## src/rtl/stream_demux_1_2_pkg.sv

```systemverilog
// stream_pkg: shared constants and select encoding for the stream demux
package stream_pkg;
  localparam int STREAM_BUF_DEPTH = 2;
  localparam int CNT_W = 16;
  typedef enum logic {SEL_OUT0 = 1'b0, SEL_OUT1 = 1'b1} demux_sel_e;
endpackage

```

## src/rtl/stream_demux_1_2_buf2.sv

```systemverilog
// stream_buf2: 2-entry buffer with registered head valid/data
// Ports: clk, rst_n (async active-low); i_push/i_data write a beat (caller
// guarantees not full); i_pop is qualified internally with o_valid;
// o_full, o_valid, o_data expose buffer state and the registered head.
module stream_buf2
  import stream_pkg::*;
#(
  parameter int SIZE = 5,
  parameter int DEPTH = STREAM_BUF_DEPTH
) (
  input  logic            clk,
  input  logic            rst_n,
  input  logic            i_push,
  input  logic [SIZE-1:0] i_data,
  input  logic            i_pop,
  output logic            o_full,
  output logic            o_valid,
  output logic [SIZE-1:0] o_data
);
  logic [SIZE-1:0] r_mem [DEPTH];
  logic            r_wp;
  logic            r_rp;
  logic [1:0]      r_cnt;
  logic [SIZE-1:0] r_head;
  logic            w_pop;
  logic            w_rp_nxt;
  logic [1:0]      w_cnt_nxt;
  assign o_valid   = r_cnt != 2'd0;
  assign o_full    = r_cnt == 2'd2;
  assign o_data    = r_head;
  assign w_pop     = i_pop & o_valid;
  assign w_rp_nxt  = r_rp ^ w_pop;
  assign w_cnt_nxt = r_cnt + {1'b0, i_push} - {1'b0, w_pop};
  always_ff @(posedge clk or negedge rst_n) begin
    if (!rst_n) begin
      for (int i = 0; i < DEPTH; i++) r_mem[i] <= '0;
      r_wp   <= 1'b0;
      r_rp   <= 1'b0;
      r_cnt  <= 2'd0;
      r_head <= '0;
    end else begin
      if (i_push) begin
        r_mem[r_wp] <= i_data;
        r_wp        <= ~r_wp;
      end
      r_rp  <= w_rp_nxt;
      r_cnt <= w_cnt_nxt;
      // next head is the incoming beat when it lands in the slot the read
      // pointer moves to; when the buffer drains the head keeps its last value
      if (w_cnt_nxt != 2'd0)
        r_head <= (i_push && r_wp == w_rp_nxt) ? i_data : r_mem[w_rp_nxt];
    end
  end
endmodule

```

## src/rtl/stream_demux_1_2.sv

```systemverilog
// stream_demux_1_2: valid/ready 1:2 stream demultiplexer with per-output 2-entry buffers
// Ports: clk, rst_n (async active-low); in_valid/in_ready/in_sel/in_data input
// stream; outX_valid/outX_ready/outX_data output streams (X = 0,1).
// Optional macro STREAM_DEMUX_CNT_EN adds out0_cnt/out1_cnt delivered-beat counters.
module stream_demux_1_2
  import stream_pkg::*;
#(
  parameter int SIZE = 5,
  parameter int DEPTH = STREAM_BUF_DEPTH
) (
  input  logic             clk,
  input  logic             rst_n,
  input  logic             in_valid,
  output logic             in_ready,
  input  logic             in_sel,
  input  logic [SIZE-1:0]  in_data,
  output logic             out0_valid,
  input  logic             out0_ready,
  output logic [SIZE-1:0]  out0_data,
  output logic             out1_valid,
  input  logic             out1_ready,
  output logic [SIZE-1:0]  out1_data
`ifdef STREAM_DEMUX_CNT_EN
  ,
  output logic [CNT_W-1:0] out0_cnt,
  output logic [CNT_W-1:0] out1_cnt
`endif
);
  demux_sel_e w_sel;
  logic       w_full0;
  logic       w_full1;
  logic       w_acc;
  assign w_sel = demux_sel_e'(in_sel);
  // readiness looks only at the selected buffer's registered fullness, so a
  // same-cycle pop never opens a full buffer (no ready-to-ready path)
  assign in_ready = (w_sel == SEL_OUT1) ? ~w_full1 : ~w_full0;
  assign w_acc    = in_valid & in_ready;
  stream_buf2 #(.SIZE(SIZE), .DEPTH(DEPTH)) u_buf0 (
    .clk(clk), .rst_n(rst_n),
    .i_push(w_acc & (w_sel == SEL_OUT0)), .i_data(in_data), .i_pop(out0_ready),
    .o_full(w_full0), .o_valid(out0_valid), .o_data(out0_data)
  );
  stream_buf2 #(.SIZE(SIZE), .DEPTH(DEPTH)) u_buf1 (
    .clk(clk), .rst_n(rst_n),
    .i_push(w_acc & (w_sel == SEL_OUT1)), .i_data(in_data), .i_pop(out1_ready),
    .o_full(w_full1), .o_valid(out1_valid), .o_data(out1_data)
  );
`ifdef STREAM_DEMUX_CNT_EN
  logic [CNT_W-1:0] r_cnt0;
  logic [CNT_W-1:0] r_cnt1;
  always_ff @(posedge clk or negedge rst_n) begin
    if (!rst_n) begin
      r_cnt0 <= '0;
      r_cnt1 <= '0;
    end else begin
      if (out0_valid & out0_ready) r_cnt0 <= r_cnt0 + 1'b1;
      if (out1_valid & out1_ready) r_cnt1 <= r_cnt1 + 1'b1;
    end
  end
  assign out0_cnt = r_cnt0;
  assign out1_cnt = r_cnt1;
`endif
endmodule

```

## config.mk

```make
export PLATFORM = sky130hd
export DESIGN_NAME = stream_demux_1_2
export DESIGN_NICKNAME = d
export VERILOG_FILES = /design/src/rtl/stream_demux_1_2_pkg.sv /design/src/rtl/stream_demux_1_2_buf2.sv /design/src/rtl/stream_demux_1_2.sv
export SDC_FILE = /design/constraint.sdc
export NUM_CORES = 1
export LEC_CHECK = 0
export ABC_AREA = 1
export CORE_ASPECT_RATIO = 1.2
export CORE_MARGIN = 3
export CORE_UTILIZATION = 50
export CTS_CLUSTER_DIAMETER = 150
export DETAILED_ROUTE_END_ITERATION = 8
export DONT_BUFFER_PORTS = 1
export PLACE_DENSITY_LB_ADDON = 0.08
export SLEW_MARGIN = 20
export SYNTH_ARGS = -nofsm -noshare
export SYNTH_HDL_FRONTEND = slang
export SYNTH_SLANG_ARGS = --single-unit
export TNS_END_PERCENT = 100
```

## constraint.sdc

```tcl
create_clock -name clk -period 3.83 [get_ports clk]
set_input_delay 0.766 -clock clk [delete_from_list [all_inputs] [get_ports clk]]
set_output_delay 0.766 -clock clk [all_outputs]
set_load 0.02 [all_outputs]
```

; Word-level counts from Yosys, hierarchy flattened
; Index checks and enable logic that the tools add are counted.
[word_totals]
register_bits = 38
word_cells = 65
input_bits = 11
out_inout_bits = 13
[op_classes]
eq_ne = 4
n_addsub = 4
bitwise = 16
order_cmp = 6
reduce_logical = 8
n_mux = 15
[ops]
columns = op, count
row1 = 5-bit 2-to-1 mux, 10
row2 = 10-bit bitwise mux, 2
row3 = 5-bit demux with 1-bit select, 2
row4 = "2-bit greater-or-equal comparator, second input constant", 4
row5 = 1-bit inverter with 2-bit output, 4
row6 = 2-bit nonzero test, 4
row7 = 1-bit AND, 5
row8 = 1-bit inverter, 5
row9 = 2-bit by 1-bit adder with 2-bit output, 2
row10 = "2-bit == test, second input constant", 2
row11 = 1-bit logical AND, 4
row12 = "2-bit by 1-bit < comparator with 1-bit output, second input constant", 2
row13 = 2-bit by 1-bit subtractor with 2-bit output, 2
row14 = 1-bit == test, 2
row15 = 1-bit bitwise XOR, 2
row16 = 1-bit 2-to-1 mux, 1

; Depth between registers and ports, before layout
; Gate-level depths: netlist (run 1).
[depth]
depth_word = 8
depth_mapped = 12
mapped_depth_nobuf = 12

; Cells and area by module
; A second synthesis (run 1) with hierarchy kept.
[unflattened]
hier_cells = 233
area_unflattened_um2 = 2035.7
[modules_own_cells]
columns = mod, seq_area_each_um2, cells_per_inst, n_inst, area_per_inst_um2
row1 = stream_buf2, 475.5, 112, 2, 998.5
row2 = stream_demux_1_2, 0.0, 9, 1, 38.8

; Least setup slack after synthesis (run 1)
; OpenSTA, ideal clock, no wires.
[synth_timing]
kind = input-to-reg
start = input port in_sel
end = register u_buf0.r_head[0], in the netlist u_buf0.o_data[0]
setup_time_ns = 0.118
n_path_buf = 0
required_time_ns = 3.712
arrival_time_ns = 2.197
stages = 11
path_slack_ns = 1.515
cell_sequence = inv_1 > o211ai_2 > ha_1 > inv_1 > ha_1 > xor2_1 > xor2_1 > nand2_2 > clkinv_1 > nand2_1 > nand2_1
[synth_via]
elab_chain_len = 6
elab_cells_between_ends = 9
cone_classes = add/sub (2) / mux (2) / bitwise (3) / reduce/logical (2)
[synth_lines]
columns = item, line
row1 = start: declaration, stream_demux_1_2.sv:15  ; input logic in_sel,
row2 = 1-bit 2-to-1 mux, stream_demux_1_2.sv:36  ; assign in_ready = (w_sel == SEL_OUT1) ? ~w_full1 : ~w_full0;
row3 = 1-bit AND, stream_demux_1_2.sv:37  ; assign w_acc = in_valid & in_ready;
row4 = 1-bit AND *, stream_demux_1_2.sv:40  ; .i_push(w_acc & (w_sel == SEL_OUT0)), .i_data(in_data), .i_pop(out0_ready),
row5 = 2-bit by 1-bit adder with 2-bit output, stream_demux_1_2_buf2.sv:33  ; assign w_cnt_nxt = r_cnt + {1'b0, i_push} - {1'b0, w_pop};
row6 = 2-bit by 1-bit subtractor with 2-bit output, stream_demux_1_2_buf2.sv:33
row7 = 2-bit nonzero test, stream_demux_1_2_buf2.sv:50  ; if (w_cnt_nxt != 2'd0)
row8 = end signal: assignment, stream_demux_1_2_buf2.sv:51  ; r_head <= (i_push && r_wp == w_rp_nxt) ? i_data : r_mem[w_rp_nxt];
row9 = end: declaration, stream_demux_1_2_buf2.sv:24  ; logic [SIZE-1:0] r_head;
; Every way passes the cells marked *; elsewhere a longest branch is shown, timed or not.
; A chain may end at the register's enable or synchronous reset.

; Worst setup path in the final report (run 1)
[layout_timing]
start = register u_buf0.r_cnt[0]
end = register u_buf0.r_head[1], in the netlist u_buf0.o_data[1]
[layout_via]
elab_chain_len = 8
elab_cells_between_ends = 18
cone_classes = add/sub (2) / eq/ne (2) / mux (5) / bitwise (6) / reduce/logical (3)
[layout_lines]
columns = item, line
row1 = start: declaration, stream_demux_1_2_buf2.sv:23  ; logic [1:0] r_cnt;
row2 = start signal: assignment, stream_demux_1_2_buf2.sv:47  ; r_cnt <= w_cnt_nxt;
row3 = 2-bit == test or 2-bit nonzero test (tied branches), "stream_demux_1_2_buf2.sv:29, stream_demux_1_2_buf2.sv:28"
row4 = 1-bit inverter or 1-bit AND (tied branches), "stream_demux_1_2.sv:36, stream_demux_1_2_buf2.sv:31"
row5 = 1-bit 2-to-1 mux or 1-bit bitwise XOR (tied branches), "stream_demux_1_2.sv:36, stream_demux_1_2_buf2.sv:32"
row6 = 1-bit AND or 1-bit inverter with 2-bit output (tied branches), "stream_demux_1_2.sv:37, stream_demux_1_2_buf2.sv:51"
row7 = 1-bit AND or 5-bit 2-to-1 mux (tied branches), "stream_demux_1_2.sv:40, stream_demux_1_2_buf2.sv:51"
row8 = 2-bit by 1-bit adder with 2-bit output or 5-bit 2-to-1 mux (tied branches), "stream_demux_1_2_buf2.sv:33, stream_demux_1_2_buf2.sv:51"
row9 = 2-bit by 1-bit subtractor with 2-bit output or 5-bit 2-to-1 mux (tied branches), "stream_demux_1_2_buf2.sv:33, stream_demux_1_2_buf2.sv:51"
row10 = 2-bit nonzero test or 5-bit 2-to-1 mux (tied branches), "stream_demux_1_2_buf2.sv:50, stream_demux_1_2_buf2.sv:51"
; Parallel ways exist; a longest one is shown, timed or not. The select of a mux whose other input is x is not followed.

==> results.yml, run 1 <==
run_status:
  outcome: "finished clean"
sta:
  crit_share_post_route_pct: 56.07
  period_needed_ns: 2.147
  achievable-frequency_mhz: 465.7
  worst_hold_check_slack_ns: 0.1618
  rsz_0062_raised_after_global_routing: "no"
  max_clock_skew_ns: 0.009362
  finalSetupViolations: 0
  timing_max_transition_violations_final: 0
  max_slew.worst_pin.slew_ns: 0.3933
  hold_violations: 0
  fin_tns_setup_ns: 0
  relative_slew_slack_pct: 73.70
setup_path:
  crit_path_top_delay_cell: "sky130_fd_sc_hd__dfrtp_1"
  critical_path_class: "reg -> reg"
  worst_r2r_startpoint: "u_buf0.r_cnt[0]$_DFF_PN0_"
  cp-start-kind: "register"
  r2r_slack_ns: 1.68
  critPathMaxStageDelay_ns: 0.43
  worst_ep_required_time_ns: 4.06
  critPathArrivalTime_ns: 2.38
  cell_breakdown_of_the_critical_path: "o211ai_2, ha_1, inv_1, ha_1, xor2_1, xor2_1, nand2_2, clkinv_1, nand2_1, nand2_1"
  critPathLaunch: "u_buf0.r_cnt[0]$_DFF_PN0_"
  end_kind: "register"
  worst-path-max-fanout: 6
synth:
  synth_area_um2: 1977
  post_synthesis_xor_xnor_area_fraction_pct: 2.658
  synth.net_count: 270
  postSynthAreaPerCell_um2: 7.753
  yosys.area_share.simple_pct: 31.20
  synth_compound_area_share_pct: 6.456
  post_synthesis_sequential_area_ratio_pct: 48.10
  post_syn_instances: 255
  post_synth_num_cell_types: 18
  ys_warnings: 0
  main_combinational_cell_family_by_area_after_synthesis: "simple AND/OR/NAND/NOR gates"
  synthAdderAreaFrac_pct: 2.532
  synth_mux_area_share_pct: 0
  synth-seq-cells: 38
route:
  remaining_drc_errors: 0
  total_routed_length_um: 3747
  vias_per_cell: 4.803
  wl_per_cell_um: 11.90
  drt_pass1_iterations: 4
  route.antenna.remaining_nets: 0
  detail_route.iter0.violations: 70
  via_count: 1513
clock_tree:
  ctsResizeCount: 0
  clock-root-buffer: "sky130_fd_sc_hd__clkbuf_8"
  clk_transition_reported_paths_ns: 0.08
  cts_setup_buffers: 0
  ctsHoldBuffers: 0
  max-clock-path-buffers: 2
  clock_latency_ns: 0.29
  clock_sinks: 38
  cts_inserted_buffers: 5
  cts_tree: "built"
  ctsHtreeMaxLevel: 2
placed_design:
  place_congestion: 0.7967
  post_detailed_placement_half_perimeter_wirelength_um: 2869
  dpl_cell_area_um2: 2042
  number_of_i_o_port_buffers: 0
cells_and_area:
  layout.cells.most_common: "sky130_fd_sc_hd__nand2_1"
  synthToLayoutAreaGrowth_pct: 8.797
  design.final.nets: 277
  n_antenna_cell: 0
  layout.filler_cells: 388
  final_layout_size_suffix_gt1_share_pct: 10.27
  top_library_cells_by_usage_in_the_layout_fill_and_taps_aside: "91 x sky130_fd_sc_hd__nand2_1, 42 x sky130_fd_sc_hd__inv_1, 38 x sky130_fd_sc_hd__dfrtp_1, 28 x sky130_fd_sc_hd__nand3_1, 21 x sky130_fd_sc_hd__o21ai_0"
  final_core_util_pct: 57.76
  final_area_um2: 2151
global_routing:
  grt_remaining_overflow: 0
  wire_length_of_the_first_global_routing_pass_um: 6410
  grt_max_degree: 39
  number_of_antenna_violations_at_the_first_check_in_global_routing: 0
  grt_pass1_vias: 1447
  grtUsageTotal_pct: 17.46
die:
  die_area_um2: 4747
  initial_util_pct: 53.09
  core_area_um2: 3724
  std_cell_rows: 24
  dieHeight_um: 74.88
  die_width_um: 63.40
  num_io_pins: 24
pwr:
  total_power_uw: 2050
  power.static_leakage_uw: 0.001149
  total_power_density_per_cell_area_nw_per_um2: 953.1
  vdd_drop_max_mv: 0.4956
min_path:
  worst_hold_path_type: "in -> async"
flow_run:
  maxCapViolCount: 0
metal layers:
metal  GRT usage [%]  share of wire (%)
met4           5.036               0.91
met1           18.91                 43
met3           7.015                5.8
met5               0                  0
met2           31.79                 50
flip-flops by register name, indices dropped and copies added (netlist names):
name / flops
u_buf0.o_data: 5
u_buf0.r_cnt: 2
u_buf0.r_mem: 10
u_buf0.r_rp: 1
u_buf0.r_wp: 1
u_buf1.o_data: 5
u_buf1.r_cnt: 2
u_buf1.r_mem: 10
u_buf1.r_rp: 1
u_buf1.r_wp: 1
power by group:
group	switching, uW	internal [uW]	total (uW)
registers	174	617	791
logic	614	315	928
clock network	139	192	330
total	927	1120	2050
area by class of cell:
class	count	area, um^2	area share, %
sequential	38	950.9	44.21
multi-input combinational	170	847.1	39.38
inverter	47	178.9	8.319
clock buffer	5	68.82	3.200
tap	52	65.06	3.025
clock inverter	3	40.04	1.862
logic make-up (layout without fill, tap and decap cells):
group / Yosys count / after routing
adders and majority gates: 4 / 4
and+or+nand+nor: 136 / 136
AOI/OAI and AO/OA: 24 / 24
buffers and inverters: 47 / 55
xor gates and xnor gates: 6 / 6
DFF: 38 / 38
stage by stage:
step	setup WS, ns	std cells
after detailed placement	1.344	307
after global routing	1.457	315
final	1.683	315
after floorplan	1.515	255
after global placement	1.365	307
after CTS	1.637	315
worst max-delay path, delay by kind of cell (launching register included):
kind | cells | cell delay [ns]
flip-flops | 1 | 0.43
AO/OA/AOI/OAI | 1 | 0.38
adder cells (fa/ha/maj) | 2 | 0.45
AND/OR/NAND/NOR | 3 | 0.25
XOR/XNOR | 2 | 0.40
buffers and inverters | 2 | 0.18
synth_stat cells:
cell,n,share of area (%)
sky130_fd_sc_hd__clkinv_1,3,0.57
sky130_fd_sc_hd__o21ai_0,21,5.3
sky130_fd_sc_hd__xor2_1,6,2.7
sky130_fd_sc_hd__nand2_1,91,17
sky130_fd_sc_hd__nand3_1,28,7.1
sky130_fd_sc_hd__inv_1,42,8.0
sky130_fd_sc_hd__nor2_2,4,1.3
sky130_fd_sc_hd__nor2_1,1,0.19
sky130_fd_sc_hd__nand3_4,1,0.89
sky130_fd_sc_hd__nand3_2,4,2.0
sky130_fd_sc_hd__nand2_2,6,1.9
sky130_fd_sc_hd__inv_2,1,0.19
sky130_fd_sc_hd__o21ai_1,2,0.51
sky130_fd_sc_hd__ha_1,4,2.5
sky130_fd_sc_hd__inv_4,1,0.32
sky130_fd_sc_hd__dfrtp_1,38,48
sky130_fd_sc_hd__nand2_4,1,0.57
sky130_fd_sc_hd__o211ai_2,1,0.63
path summary, 6_finish.rpt:
path	endpoint	depth (start not counted)
max reg2reg	u_buf0.o_data[1]$_DFFE_PN0P_	10
min reg2reg	u_buf0.r_mem[9]$_DFFE_PN0P_	2
min in group clk	u_buf0.r_mem[9]$_DFFE_PN0P_	2
max in group asynchronous	u_buf1.r_mem[1]$_DFFE_PN0P_	0
max	u_buf0.o_data[1]$_DFFE_PN0P_	10
min	u_buf1.o_data[3]$_DFFE_PN0P_	0
(Power assumes the default switching activity.)
==> run 2: changes to the inputs <==
- clock period: 3.83 -> 1.9 ns (I/O delays scaled with it)
==> run 2 against run 1 <==
  * The flow now finishes with violations (negative setup slack)
  * Die area unchanged
  * Setup slack got worse by 1.8 ns
  * First-iteration DRC count is 10% higher
  * Register-to-register slack worse by 1.8 ns
  * Core utilization grew 4.0 points
  * Sequential share of layout area is 2.8 points lower
  * Critical path depth grew 1
==> results.yml, run 2 (synthesis results as in run 1) <==
clock_tree:
  cts_tree: "built"
  clock-root-buffer: "sky130_fd_sc_hd__clkbuf_8"
  cts_inserted_buffers: 5
  max-clock-path-buffers: 2
  ctsHtreeMaxLevel: 2
  clk_transition_reported_paths_ns: 0.07
  clock_sinks: 38
  clock_latency_ns: 0.29
setup_path:
  crit_family: "flip-flops"
  worst_ep_required_time_ns: 2.08
  critical_path_class: "reg -> reg"
  critPathMaxStageDelay_ns: 0.44
  cp-start-kind: "register"
  worst_r2r_path_depth: 11
  end_kind: "register"
  worst-path-max-fanout: 6
  critPathArrivalTime_ns: 2.15
  crit_path_top_delay_cell: "sky130_fd_sc_hd__dfrtp_2"
  cp_num_cells: 11
  critical_path_buf_inv_count: 3
  cell_breakdown_of_the_critical_path: "o21ai_2, inv_1, ha_1, inv_1, ha_2, xor2_2, xor2_1, nand2_2, clkinv_4, nand2_2, nand2_1"
cells_and_area:
  multiInputGateArea_um2: 898.4
  design.final.nets: 289
  synthToLayoutAreaGrowth_pct: 16.27
  layout.cells.most_common: "sky130_fd_sc_hd__nand2_1"
  layout.filler_cells: 354
  n_antenna_cell: 0
  final_core_util_pct: 61.73
  top_library_cells_by_usage_in_the_layout_fill_and_taps_aside: "84 x sky130_fd_sc_hd__nand2_1, 40 x sky130_fd_sc_hd__inv_1, 37 x sky130_fd_sc_hd__dfrtp_1, 27 x sky130_fd_sc_hd__nand3_1, 21 x sky130_fd_sc_hd__o21ai_0"
  reg.largest.list: "u_buf0.r_mem x10, u_buf1.r_mem x10"
  final_layout_size_suffix_gt1_share_pct: 20.00
  regArea_um2: 952.2
die:
  initial_util_pct: 53.09
  num_io_pins: 24
  core_area_um2: 3724
  die_width_um: 63.40
  dieHeight_um: 74.88
  die_area_um2: 4747
  std_cell_rows: 24
route:
  remaining_drc_errors: 0
  via_count: 1550
  wl_met2_um: 1900
  wirelength_met1_um: 1785
  detail_route.iter0.violations: 77
  route.antenna.remaining_nets: 0
  vias_per_cell: 4.740
  total_routed_length_um: 3920
  wl_met3_um: 177
  wl_per_cell_um: 11.99
  drt_pass1_iterations: 4
  top_layer: "met4"
pwr:
  switching_share_pct: 45.86
  p_int_uw: 2386
  power.static_leakage_uw: 0.001210
  power_frac_comb_pct: 50.6
  total_power_uw: 4408
  pwr-share-seq_pct: 36.7
  pwr-share-clk_pct: 12.7
  vdd_drop_max_mv: 0.8357
  total_power_density_per_cell_area_nw_per_um2: 1918
  power.switching_uw: 2021
sta:
  postLayoutSetupSlackWorst_ns: -0.07128
  max_clock_skew_ns: 0.005274
  fin_tns_setup_ns: -0.5159
  relative_slew_slack_pct: 74.61
  rsz_0062_raised_after_global_routing: "yes"
  period_needed_ns: 1.971
  finalSetupViolations: 10
  timing_max_transition_violations_final: 0
  max_slew.worst_pin.slew_ns: 0.3804
  crit_share_post_route_pct: 103.8
  achievable-frequency_mhz: 507.3
  hold_violations: 0
global_routing:
  number_of_antenna_violations_at_the_first_check_in_global_routing: 0
  grt_remaining_overflow: 0
  wire_length_of_the_first_global_routing_pass_um: 6665
  grtUsageTotal_pct: 18.24
  grt_max_degree: 39
  grt_pass1_vias: 1421
min_path:
  hold-path-cell-count: 2
  worst_hold_path_type: "in -> reg"
placed_design:
  place_congestion: 0.7799
  post_detailed_placement_half_perimeter_wirelength_um: 2946
  number_of_i_o_port_buffers: 0
run_status:
  outcome: "complete, but fails checks"
  failed_checks: "negative setup slack"
flow_run:
  maxCapViolCount: 0
[run 2: path summary, 6_finish.rpt]
check | from | to | slack [ns]
setup reg to reg | u_buf0.r_cnt[0]$_DFF_PN0_ | u_buf0.o_data[2]$_DFFE_PN0P_ | -0.07
min in group asynchronous | rst_n | u_buf1.o_data[1]$_DFFE_PN0P_ | 0.57
max in group asynchronous | rst_n | u_buf0.r_cnt[0]$_DFF_PN0_ | 1.12
setup / recovery | u_buf0.r_cnt[0]$_DFF_PN0_ | u_buf0.o_data[2]$_DFFE_PN0P_ | -0.07
hold / removal | in_data[3] | u_buf0.r_mem[3]$_DFFE_PN0P_ | 0.21
hold reg to reg | u_buf1.r_mem[4]$_DFFE_PN0P_ | u_buf1.r_mem[4]$_DFFE_PN0P_ | 0.54
[run 2: worst reg2reg max path: cells and delay by family, from the launching register on]
family                   cells  cell delay [ns]
flip-flops                   1             0.44
adder cells (fa/ha/maj)      2             0.44
XOR/XNOR                     2             0.35
AND/OR/NAND/NOR              3             0.28
buffers and inverters        3             0.21
AO/OA/AOI/OAI                1             0.16
[run 2: area by class of cell]
cell class	count	share of cell area, %
clock inverter	1	0.2177
timing repair buffer	12	4.573
inverter	47	8.111
tap	52	2.831
clock buffer	7	3.756
sequential	38	41.43
multi-input combinational	170	39.09
[run 2: timing repair]
action,4_1_cts,5_1_grt
hold endpoints to repair,38,0
gates resized for setup,4,14
hold buffers,2,0
setup endpoints to repair,10,11
pin swaps,4,16
setup buffers,3,2
[run 2: metal layers]
layer | vias to the layer above | global-route usage [%]
li1 | 822 | -
met1 | 693 | 23.02
met2 | 27 | 29.58
met3 | 8 | 5.672
met4 | 0 | 7.194
met5 | - | 0
[run 2: power groups by stage]
stage               Sequential (uW)  Combinational (uW)  Clock [uW]
floorplan                      1560                1590           0
global placement               1620                1950           0
detailed placement             1620                1980           0
CTS                            1610                2140         589
global route                   1670                2580         622
finish                         1620                2230         561
[run 2: through the flow]
| stage | cells | area [um^2] | setup slack [ns] | hold slack [ns] |
|---|---|---|---|---|
| 6_report | 327 | 2298 | -0.07128 | 0.2138 |
| 5_1_grt | 327 | 2298 | -0.2894 | 0.1980 |
| 4_1_cts | 326 | 2253 | -0.05622 | 0.2001 |
| 3_5_place_dp | 313 | 2101 | -0.1298 | 0.08531 |
| 3_3_place_gp | 313 | 2101 | -0.1305 | 0.08520 |
| 2_1_floorplan | 255 | 1991 | -0.001646 | 0.08441 |
